### src/rtl/seg7_pkg.sv
`default_nettype none
// ============================================================================
// Module      : seg7_pkg
// Description : Shared constants and state encoding for the 7-segment
//               display scan controller.
// Revision    : 1.0 - initial release
// ============================================================================
package seg7_pkg;

  // Width of the digit select driven into the 4-to-1 display mux.
  localparam int SEL_W = 2;

  // Largest number of digits the fixed-width select can address.
  localparam int MAX_DIGITS = 4;

  // Active-low anode enables with every digit dark.
  localparam logic [MAX_DIGITS-1:0] ANODE_ALL_OFF = {MAX_DIGITS{1'b1}};

  // Scan FSM: a dark settling gap, then the lit portion of the slot.
  typedef enum logic [0:0] {
    BLANK = 1'b0,
    SHOW  = 1'b1
  } state_t;

endpackage : seg7_pkg
`default_nettype wire

### src/rtl/seg7_next_digit.sv
`default_nettype none
// ============================================================================
// Module      : seg7_next_digit
// Description : Combinational masked rotate-priority search. Starting one
//               position after the current select and moving upward modulo
//               NUM_DIGITS, returns the first digit whose mask bit is set,
//               and flags when that choice wraps back to or below the
//               current select. With an empty mask the select is held and
//               no wrap is reported.
// Revision    : 1.0 - initial release
// ============================================================================
module seg7_next_digit
  import seg7_pkg::*;
#(
  parameter int NUM_DIGITS = 4
) (
  input  logic [SEL_W-1:0]      i_sel,
  input  logic [NUM_DIGITS-1:0] i_digit_mask,
  output logic [SEL_W-1:0]      o_next_sel,
  output logic                  o_wrap
);

  // Mask zero-extended to the full select range so any 2-bit index is legal.
  logic [MAX_DIGITS-1:0] w_mask_pad;
  logic [SEL_W-1:0]      w_cand;
  logic                  w_found;

  assign w_mask_pad = MAX_DIGITS'(i_digit_mask);

  // Walk sel+1, sel+2, ... (mod NUM_DIGITS); the first enabled digit wins.
  // The final candidate (k == NUM_DIGITS) is the current digit itself, which
  // covers the single-enabled-digit case.
  always_comb begin
    o_next_sel = i_sel;
    o_wrap     = 1'b0;
    w_found    = 1'b0;
    w_cand     = '0;
    for (int k = 1; k <= NUM_DIGITS; k++) begin
      w_cand = SEL_W'((int'(i_sel) + k) % NUM_DIGITS);
      if (!w_found && w_mask_pad[w_cand]) begin
        w_found    = 1'b1;
        o_next_sel = w_cand;
        o_wrap     = (w_cand <= i_sel);
      end
    end
  end

endmodule : seg7_next_digit
`default_nettype wire

### src/rtl/seg7_scan_ctrl.sv
`default_nettype none
// ============================================================================
// Module      : seg7_scan_ctrl
// Description : Time-multiplexed scan controller for a common-anode
//               7-segment display. Each digit slot is REFRESH_DIV cycles:
//               BLANK_CYCLES with every anode off so the mux settles, then
//               the selected digit lit. Masked-off digits are skipped, a
//               pulse marks each wrap of the rotation, and dropping enable
//               forces the display dark while holding the select.
// Revision    : 1.0 - initial release
// ============================================================================
module seg7_scan_ctrl
  import seg7_pkg::*;
#(
  parameter int NUM_DIGITS   = 4,
  parameter int REFRESH_DIV  = 100000,
  parameter int BLANK_CYCLES = 1000
) (
  input  logic                  clk,
  input  logic                  reset,
  input  logic                  i_enable,
  input  logic [NUM_DIGITS-1:0] i_digit_mask,
  output logic [SEL_W-1:0]      o_select,
  output logic [NUM_DIGITS-1:0] o_anode_n,
  output logic                  o_blank,
  output logic                  o_frame_done
);

  localparam int CNT_W = $clog2(REFRESH_DIV);

  // Terminal counts of the two phases of a slot.
  localparam logic [CNT_W-1:0] c_blank_last = CNT_W'(BLANK_CYCLES - 1);
  localparam logic [CNT_W-1:0] c_show_last  = CNT_W'(REFRESH_DIV - BLANK_CYCLES - 1);
  localparam logic [NUM_DIGITS-1:0] c_all_off = ANODE_ALL_OFF[NUM_DIGITS-1:0];

  // Registered state and outputs.
  state_t                r_state;
  logic [CNT_W-1:0]      r_cnt;
  logic [SEL_W-1:0]      r_sel;
  logic [NUM_DIGITS-1:0] r_anode_n;
  logic                  r_blank;
  logic                  r_frame_done;

  // Next-state values produced by the combinational half of the FSM.
  state_t                w_state_nxt;
  logic [CNT_W-1:0]      w_cnt_nxt;
  logic [SEL_W-1:0]      w_sel_nxt;
  logic [NUM_DIGITS-1:0] w_anode_n_nxt;
  logic                  w_blank_nxt;
  logic                  w_frame_done_nxt;

  // Lit pattern for the current select under the current mask.
  logic [MAX_DIGITS-1:0] w_mask_pad;
  logic [MAX_DIGITS-1:0] w_onehot;
  logic [MAX_DIGITS-1:0] w_lit;
  logic [NUM_DIGITS-1:0] w_lit_anode_n;
  logic                  w_cur_on;
  logic                  w_mask_any;

  // Result of the rotate-priority search.
  logic [SEL_W-1:0]      w_next_sel;
  logic                  w_wrap;

  assign w_mask_pad    = MAX_DIGITS'(i_digit_mask);
  assign w_onehot      = MAX_DIGITS'(1) << r_sel;
  assign w_lit         = w_onehot & w_mask_pad;
  assign w_lit_anode_n = ~w_lit[NUM_DIGITS-1:0];
  assign w_cur_on      = |w_lit;
  assign w_mask_any    = |i_digit_mask;

  seg7_next_digit #(
    .NUM_DIGITS (NUM_DIGITS)
  ) u_next_digit (
    .i_sel        (r_sel),
    .i_digit_mask (i_digit_mask),
    .o_next_sel   (w_next_sel),
    .o_wrap       (w_wrap)
  );

  // Next-state and next-output logic; outputs default to dark every cycle.
  always_comb begin
    w_state_nxt      = r_state;
    w_cnt_nxt        = r_cnt;
    w_sel_nxt        = r_sel;
    w_anode_n_nxt    = c_all_off;
    w_blank_nxt      = 1'b1;
    w_frame_done_nxt = 1'b0;

    if (!i_enable) begin
      // Park in a fresh blanking gap; the select is kept so scanning
      // resumes on the same digit.
      w_state_nxt = BLANK;
      w_cnt_nxt   = '0;
    end else begin
      case (r_state)
        BLANK: begin
          if (r_cnt == c_blank_last) begin
            w_state_nxt   = SHOW;
            w_cnt_nxt     = '0;
            w_anode_n_nxt = w_lit_anode_n;
            w_blank_nxt   = ~w_cur_on;
          end else begin
            w_cnt_nxt = r_cnt + CNT_W'(1);
          end
        end

        SHOW: begin
          if (r_cnt == c_show_last) begin
            // Slot ends: advance using the mask seen on this last cycle.
            // An empty mask keeps the select and produces no frame pulse.
            w_state_nxt = BLANK;
            w_cnt_nxt   = '0;
            if (w_mask_any) begin
              w_sel_nxt        = w_next_sel;
              w_frame_done_nxt = w_wrap;
            end
          end else begin
            // Anode tracks mask changes within the slot on the next edge.
            w_cnt_nxt     = r_cnt + CNT_W'(1);
            w_anode_n_nxt = w_lit_anode_n;
            w_blank_nxt   = ~w_cur_on;
          end
        end

        default: begin
          w_state_nxt = BLANK;
          w_cnt_nxt   = '0;
        end
      endcase
    end
  end

  // State, slot counter and output registers; reset overrides everything.
  always_ff @(posedge clk) begin
    if (reset) begin
      r_state      <= BLANK;
      r_cnt        <= '0;
      r_sel        <= '0;
      r_anode_n    <= c_all_off;
      r_blank      <= 1'b1;
      r_frame_done <= 1'b0;
    end else begin
      r_state      <= w_state_nxt;
      r_cnt        <= w_cnt_nxt;
      r_sel        <= w_sel_nxt;
      r_anode_n    <= w_anode_n_nxt;
      r_blank      <= w_blank_nxt;
      r_frame_done <= w_frame_done_nxt;
    end
  end

  assign o_select     = r_sel;
  assign o_anode_n    = r_anode_n;
  assign o_blank      = r_blank;
  assign o_frame_done = r_frame_done;

endmodule : seg7_scan_ctrl
`default_nettype wire

### config.mk
export PLATFORM = sky130hd
export DESIGN_NAME = seg7_scan_ctrl
export DESIGN_NICKNAME = d
export VERILOG_FILES = /design/src/rtl/seg7_pkg.sv /design/src/rtl/seg7_next_digit.sv /design/src/rtl/seg7_scan_ctrl.sv
export SDC_FILE = /design/constraint.sdc
export NUM_CORES = 1
export LEC_CHECK = 0
export ABC_AREA = 0
export CORE_AREA = 4 4 70 72
export CTS_CLUSTER_DIAMETER = 100
export CTS_CLUSTER_SIZE = 12
export DETAILED_ROUTE_END_ITERATION = 12
export DIE_AREA = 0 0 74 76
export SKIP_CTS_REPAIR_TIMING = 1
export SLEW_MARGIN = 20
export SYNTH_ARGS = -nofsm -noshare
export SYNTH_HDL_FRONTEND = slang
export SYNTH_SLANG_ARGS = --single-unit
### constraint.sdc
create_clock -name clk -period 7.3 [get_ports clk]
set_clock_uncertainty 0.05 [all_clocks]
set_input_delay 1.825 -clock clk [delete_from_list [all_inputs] [get_ports clk]]
set_output_delay 1.825 -clock clk [all_outputs]
set_load 0.01 [all_outputs]
# Word-level counts from Yosys, hierarchy flattened
# Cells that the tools add are included.
[word_totals]
wordCells = 72
input_bits = 7
register_bits = 26
output_inout_bits = 8
[classes]
shift = 1
n_addsub = 5
magnitude_cmp = 8
n_reduce_logical = 12
bitwise = 7
n_mux = 31
n_eq_ne = 2
[ops]
columns = ["operator", "n"]
rows = [
  ["two-way mux 17 bit", 2],
  ["one-hot mux 17 bit (2 select lines)", 1],
  ["adder 17 x 1 -> 17 bit (second input constant)", 1],
  ["equality test 17 x 10 -> 1 bit (second input constant)", 1],
  ["equality test 17 bit (second input constant)", 1],
  ["two-way mux 1 bit", 15],
  ["< comparator 2 x 3 -> 1 bit (second input constant)", 4],
  ["binary-select mux 1 bit (select 2 bit)", 4],
  ["less-or-equal comparator 2 bit", 4],
  ["two-way mux 2 bit", 4],
  ["two-way mux 4 bit", 2],
  ["one-hot mux 4 bit (2 select lines)", 1],
  ["OR reduction 4 bit", 2],
  ["NOT 1 bit", 5],
  ["AND reduction 5 bit", 1],
  ["OR reduction 5 bit", 1],
  ["adder 2 x 1 -> 2 bit (second input constant)", 2],
  ["adder 2 bit (second input constant)", 2],
  ["bitwise AND 4 bit", 1],
  ["NOT 4 bit", 1],
  ["one-hot mux 1 bit (2 select lines)", 2],
  ["nonzero test 4 bit", 1],
  ["<< shifter 1 x 2 -> 4 bit (first input constant)", 1],
  ["logical AND 1 bit", 3],
  ["other kinds (2)", 4],
]

# Longest topological paths before layout
[depth]
word_depth = 14
depth_mapped = 8
depth_no_buf = 7

# Cells and area by module
# Synthesis repeated with hierarchy kept, for this count alone.
[hier_totals]
hier_cells = 174
area_unflattened_um2 = 1557.7
[by_module_without_submodules]
columns = ["module", "cells_each", "instances", "seq_area_each_um2", "area_each_um2"]
rows = [
  ["seg7_scan_ctrl", 135, 1, 520.5, 1238.7],
  ["seg7_next_digit", 39, 1, 0.0, 319.1],
]

# Worst setup path before layout
# No wires, ideal clock.
[synth_timing]
path_type = "input -> register"
from = "input port i_digit_mask[0]"
to = "register r_frame_done, in the netlist o_frame_done"
cell_stages = 5
required_ns = 7.164
arrival_ns = 3.000
path_slack_ns = 4.164
n_path_buf = 0
setup_ns = 0.086
cell_sequence = "mux4_2 -> nand2_1 -> a21oi_1 -> or3_1 -> a211oi_1"
[synth_via]
elab_chain_cells = 12
elab_cells_between_ends = 24
cone_classes = "mux: 15; bitwise: 1; reduce/logical: 8"
[synth_lines]
columns = ["element", "line", "rtl"]
rows = [
  ["start: declaration", "seg7_scan_ctrl.sv:22", "input logic [NUM_DIGITS-1:0] i_digit_mask,"],
  ["binary-select mux 1 bit (select 2 bit)", "seg7_next_digit.sv:40", "if (!w_found && w_mask_pad[w_cand]) begin"],
  ["two-way mux 1 bit (implied by the code)", "seg7_next_digit.sv:40", ""],
  ["two-way mux 1 bit", "seg7_next_digit.sv:40", ""],
  ["zero test 1 bit", "seg7_next_digit.sv:40", ""],
  ["logical AND 1 bit", "seg7_next_digit.sv:40", ""],
  ["two-way mux 1 bit", "seg7_next_digit.sv:40", ""],
  ["zero test 1 bit", "seg7_next_digit.sv:40", ""],
  ["logical AND 1 bit", "seg7_next_digit.sv:40", ""],
  ["two-way mux 1 bit", "seg7_next_digit.sv:40", ""],
  ["zero test 1 bit", "seg7_next_digit.sv:40", ""],
  ["logical AND 1 bit", "seg7_next_digit.sv:40", ""],
  ["two-way mux 1 bit", "seg7_next_digit.sv:40", ""],
  ["end signal: assignment", "seg7_scan_ctrl.sv:148", "r_frame_done <= w_frame_done_nxt;"],
  ["end: declaration", "seg7_scan_ctrl.sv:42", "logic r_frame_done;"],
]
# Several ways; a longest one is shown, not always the timed one. The select of a mux whose other input is x is not followed.
# A chain may end at the register's enable or synchronous reset.

# Final worst setup path
# Same ends and word-level chain as after synthesis.

==> impl_summary.log <==
[metrics] status: finished clean
[metrics] gpl congestion: 0.912
[metrics] buffers from clock root to sink, at most: 2
[metrics] peak per-stage delay on the critical path: 560 ps
[metrics] TritonCTS Buffers: 3
[metrics] height of the die: approximately 76 um
[metrics] highest-count cells in the layout ignoring fill and taps: dfxtp_1 (26), nor2_1 (23), clkdlybuf4s50_1 (14), nand2_1 (12)
[metrics] Worst path slowest cell: mux4_2
[metrics] static leakage power: 0.514 nW
[metrics] via density per instance: 4.90
[metrics] DRT Wirelength: roughly 2.6 mm
[metrics] Final HPWL DP: 1.91 mm
[metrics] DRC violation count after routing: 0
[metrics] depth of the worst register-to-register path: 7
[metrics] fraction of met3 tracks used by global routing: 2.64%
[metrics] flop2flop setup slack: approximately 4700 ps
[metrics] Root Buffer: clkbuf_8
[metrics] Avg WL per Cell: between 10 and 15 um
[metrics] clock sink total: 26
[metrics] Hold Slack: 435 ps
[metrics] destination of the worst hold path: r_cnt[0]
[metrics] clock tree from TritonCTS: built
[metrics] CP delay by family, top: multiplexers
[metrics] Syn-to-layout area delta: 18.8%
[metrics] final hold violation count: 0
[metrics] area of combinational cells with multiple inputs: 776 sq um
[metrics] count of boundary I/O pins: 15
[metrics] routed vias: 1069
[metrics] slew at the pin closest to its max-slew limit: 520 ps
[metrics] total of endpoints with negative setup slack in the final report: 0
[metrics] list of cells traversed by the critical path: clkdlybuf4s50_1, mux4_2, nand2_1, a21oi_1, or3_1, a211oi_1
[metrics] terminus of the critical flop-to-flop path: o_frame_done
[metrics] crit path buf inv count: 1
[metrics] count of unique library cells instantiated by Yosys: 33
[metrics] count of port buffers added during placement: 14
[metrics] register bit count reported by yosys: 26
[metrics] cell area power density: 171 mW/mm^2
[metrics] initial antenna violation count: 0
[metrics] Crit Path Max Fanout: 8
[metrics] Skew-Pair Late Insertion Delay: 270 ps
[metrics] setup TNS: 0 ps
[metrics] grt ovf: 0
[metrics] core box area: 0.00429 sq mm
[metrics] Final nets: 179
[metrics] Worst Path Class, Setup: in -> reg
[metrics] r2r startpoint: o_select[0]
[metrics] shortest period the worst path allows: 3510 ps
[metrics] Highest Clock Rate: about 280 MHz
[metrics] worst hold path type: reg -> reg
[metrics] met1 usage in global routing: 14.6%
[metrics] count of max-cap constraint violations: 0
[metrics] number of max-slew violations in the final report: 0
[metrics] number of warnings reported in the yosys synthesis log: 0
[metrics] FF/Latch Area: ~520 sq um
[metrics] Rel. slew slack: between 60% and 70%
[metrics] largest net degree at the start of global routing: 18
[metrics] area of the die: 0.00562 sq mm
[metrics] Worst Setup End Kind: register
[metrics] synthesized netlist net count: 163
[metrics] number of global-route vias before repair: between 1000 and 1500
[metrics] kind of start point of the critical path: input pin
[metrics] HP Start: r_cnt[0]
[metrics] clock-pin slew on the worst setup and hold paths: ~90 ps
[metrics] setup repair after global routing missed its margin: false
[metrics] All-Layer GR Usage: 10.8%
[metrics] final period utilization: approximately half
[metrics] number of search-and-repair iterations in the first detailed-routing pass: 4
[metrics] Syn Area/Cell: 8.92 sq um
[metrics] DR iter-0 viols: 43
[metrics] residual antenna-violating net count after detailed routing: 0
[metrics] worst hold path cell count: 1
[metrics] area of the mapped netlist: 0.00135 sq mm
[metrics] share of the yosys chip area belonging to registers: 38.7%
[metrics] die extent in x: 74 um
[metrics] global-route wire length before repair: 4.91 mm
[metrics] htree depth: 1
[metrics] met2 track demand over resource: about 16%
[metrics] data arrival at the endpoint of the critical path: 3650 ps
[metrics] Mapped Cells: around 150
[metrics] commonest non-fill, non-tap cell in the layout: dfxtp_1
[metrics] number of antenna cells inserted: 0
[metrics] share of layout cells above drive strength 1: 10.8%
[metrics] global-route layer with the greatest usage: met2
[metrics] Req. time, crit path: 7430 ps
[metrics] FP Rows: 24
[metrics] maximum VDD drop: between 0.00006 and 0.00007 V
[metrics] starting density of the core: a little under a third
[metrics] fillers: roughly 430
==> power by group <==
group | internal, W | switching [W]
registers | 0.000142 | 0.000000605
logic | 0.00000645 | 0.00000775
clock network | 0.0000733 | 0.0000433
total | 0.000222 | 0.0000517
==> sequential cells by signal (all words and copies together) (netlist names) <==
register and flops:
r_cnt 17, o_blank 1, o_select 2, o_anode_n 4, o_frame_done 1, r_state 1
==> metrics by stage <==
step	utilization, %	instance area [sq um]	setup slack (ps)	total power [W]	instances
floorplan	-	1350	4160	0.000154	151
global placement	35.6	1530	3550	0.000160	214
detailed placement	35.6	1530	3510	0.000160	214
CTS	37.2	1600	3800	0.000278	218
global route	37.2	1600	3710	0.000287	218
finish	37.2	1600	3790	0.000274	218
==> worst max path at each step <==
stage,startpoint,end,cells after the start
6_report,i_digit_mask[0],o_frame_done,6
5_1_grt,i_digit_mask[0],o_frame_done,6
4_1_cts,i_digit_mask[0],o_frame_done,6
3_5_place_dp,i_digit_mask[0],o_frame_done,6
3_3_place_gp,i_digit_mask[0],o_frame_done,6
2_1_floorplan,i_digit_mask[0],o_frame_done,5
==> kinds of logic (layout without fill, tap and decap cells) <==
kind of cell	count (synthesis)	count (layout)	synth area share (%)
AOI/OAI and AO/OA	19	19	9.48
DFF	26	26	38.7
and+or+nand+nor	69	69	26.4
xor gates and xnor gates	15	15	9.76
buffers and inverters	10	25	3.72
adders and majority gates	5	5	4.65
muxes	7	7	7.34
==> layout make-up <==
type	instances	area share [%]
Timing Repair Buffer	14	8.76
Tap cell	52	4.07
Sequential cell	26	32.6
Multi-Input combinational cell	115	48.5
Clock buffer	3	2.58
Inverter	7	1.64
Clock inverter	1	1.88
==> routing by layer <==
metal,vias up,share of wire (%),wire length [um]
li1,556,-,-
met1,491,49,1290
met2,20,45,1180
met3,2,4.3,111
met4,0,1.0,27
met5,-,0,0
==> cells in the mapped netlist (all sizes together) <==
cell type | number | area [sq um]
a21bo | 1 | 10.0
mux2 | 3 | 33.8
or4b | 2 | 23.8
a22oi | 2 | 15.0
a211oi | 3 | 27.5
buf | 2 | 10.0
or2 | 1 | 6.26
nand4b | 1 | 8.76
xor2 | 5 | 43.8
mux2i | 2 | 20.0
nor4 | 4 | 25.0
ha | 5 | 62.6
clkbuf | 1 | 13.8
or3 | 2 | 12.5
nand2 | 12 | 45.0
a211o | 2 | 20.0
nor2 | 23 | 86.3
a21oi | 9 | 45.0
xnor2 | 10 | 87.6
dfxtp | 26 | 521
nor3b | 1 | 7.51
mux4 | 2 | 45.0
nand4 | 4 | 25.0
nor3 | 6 | 41.3
o21ai | 2 | 10.0
inv | 7 | 26.3
nand2b | 1 | 6.26
nand3 | 11 | 60.1
and3 | 1 | 7.51
No activity file was read; power rests on OpenSTA's default activity.
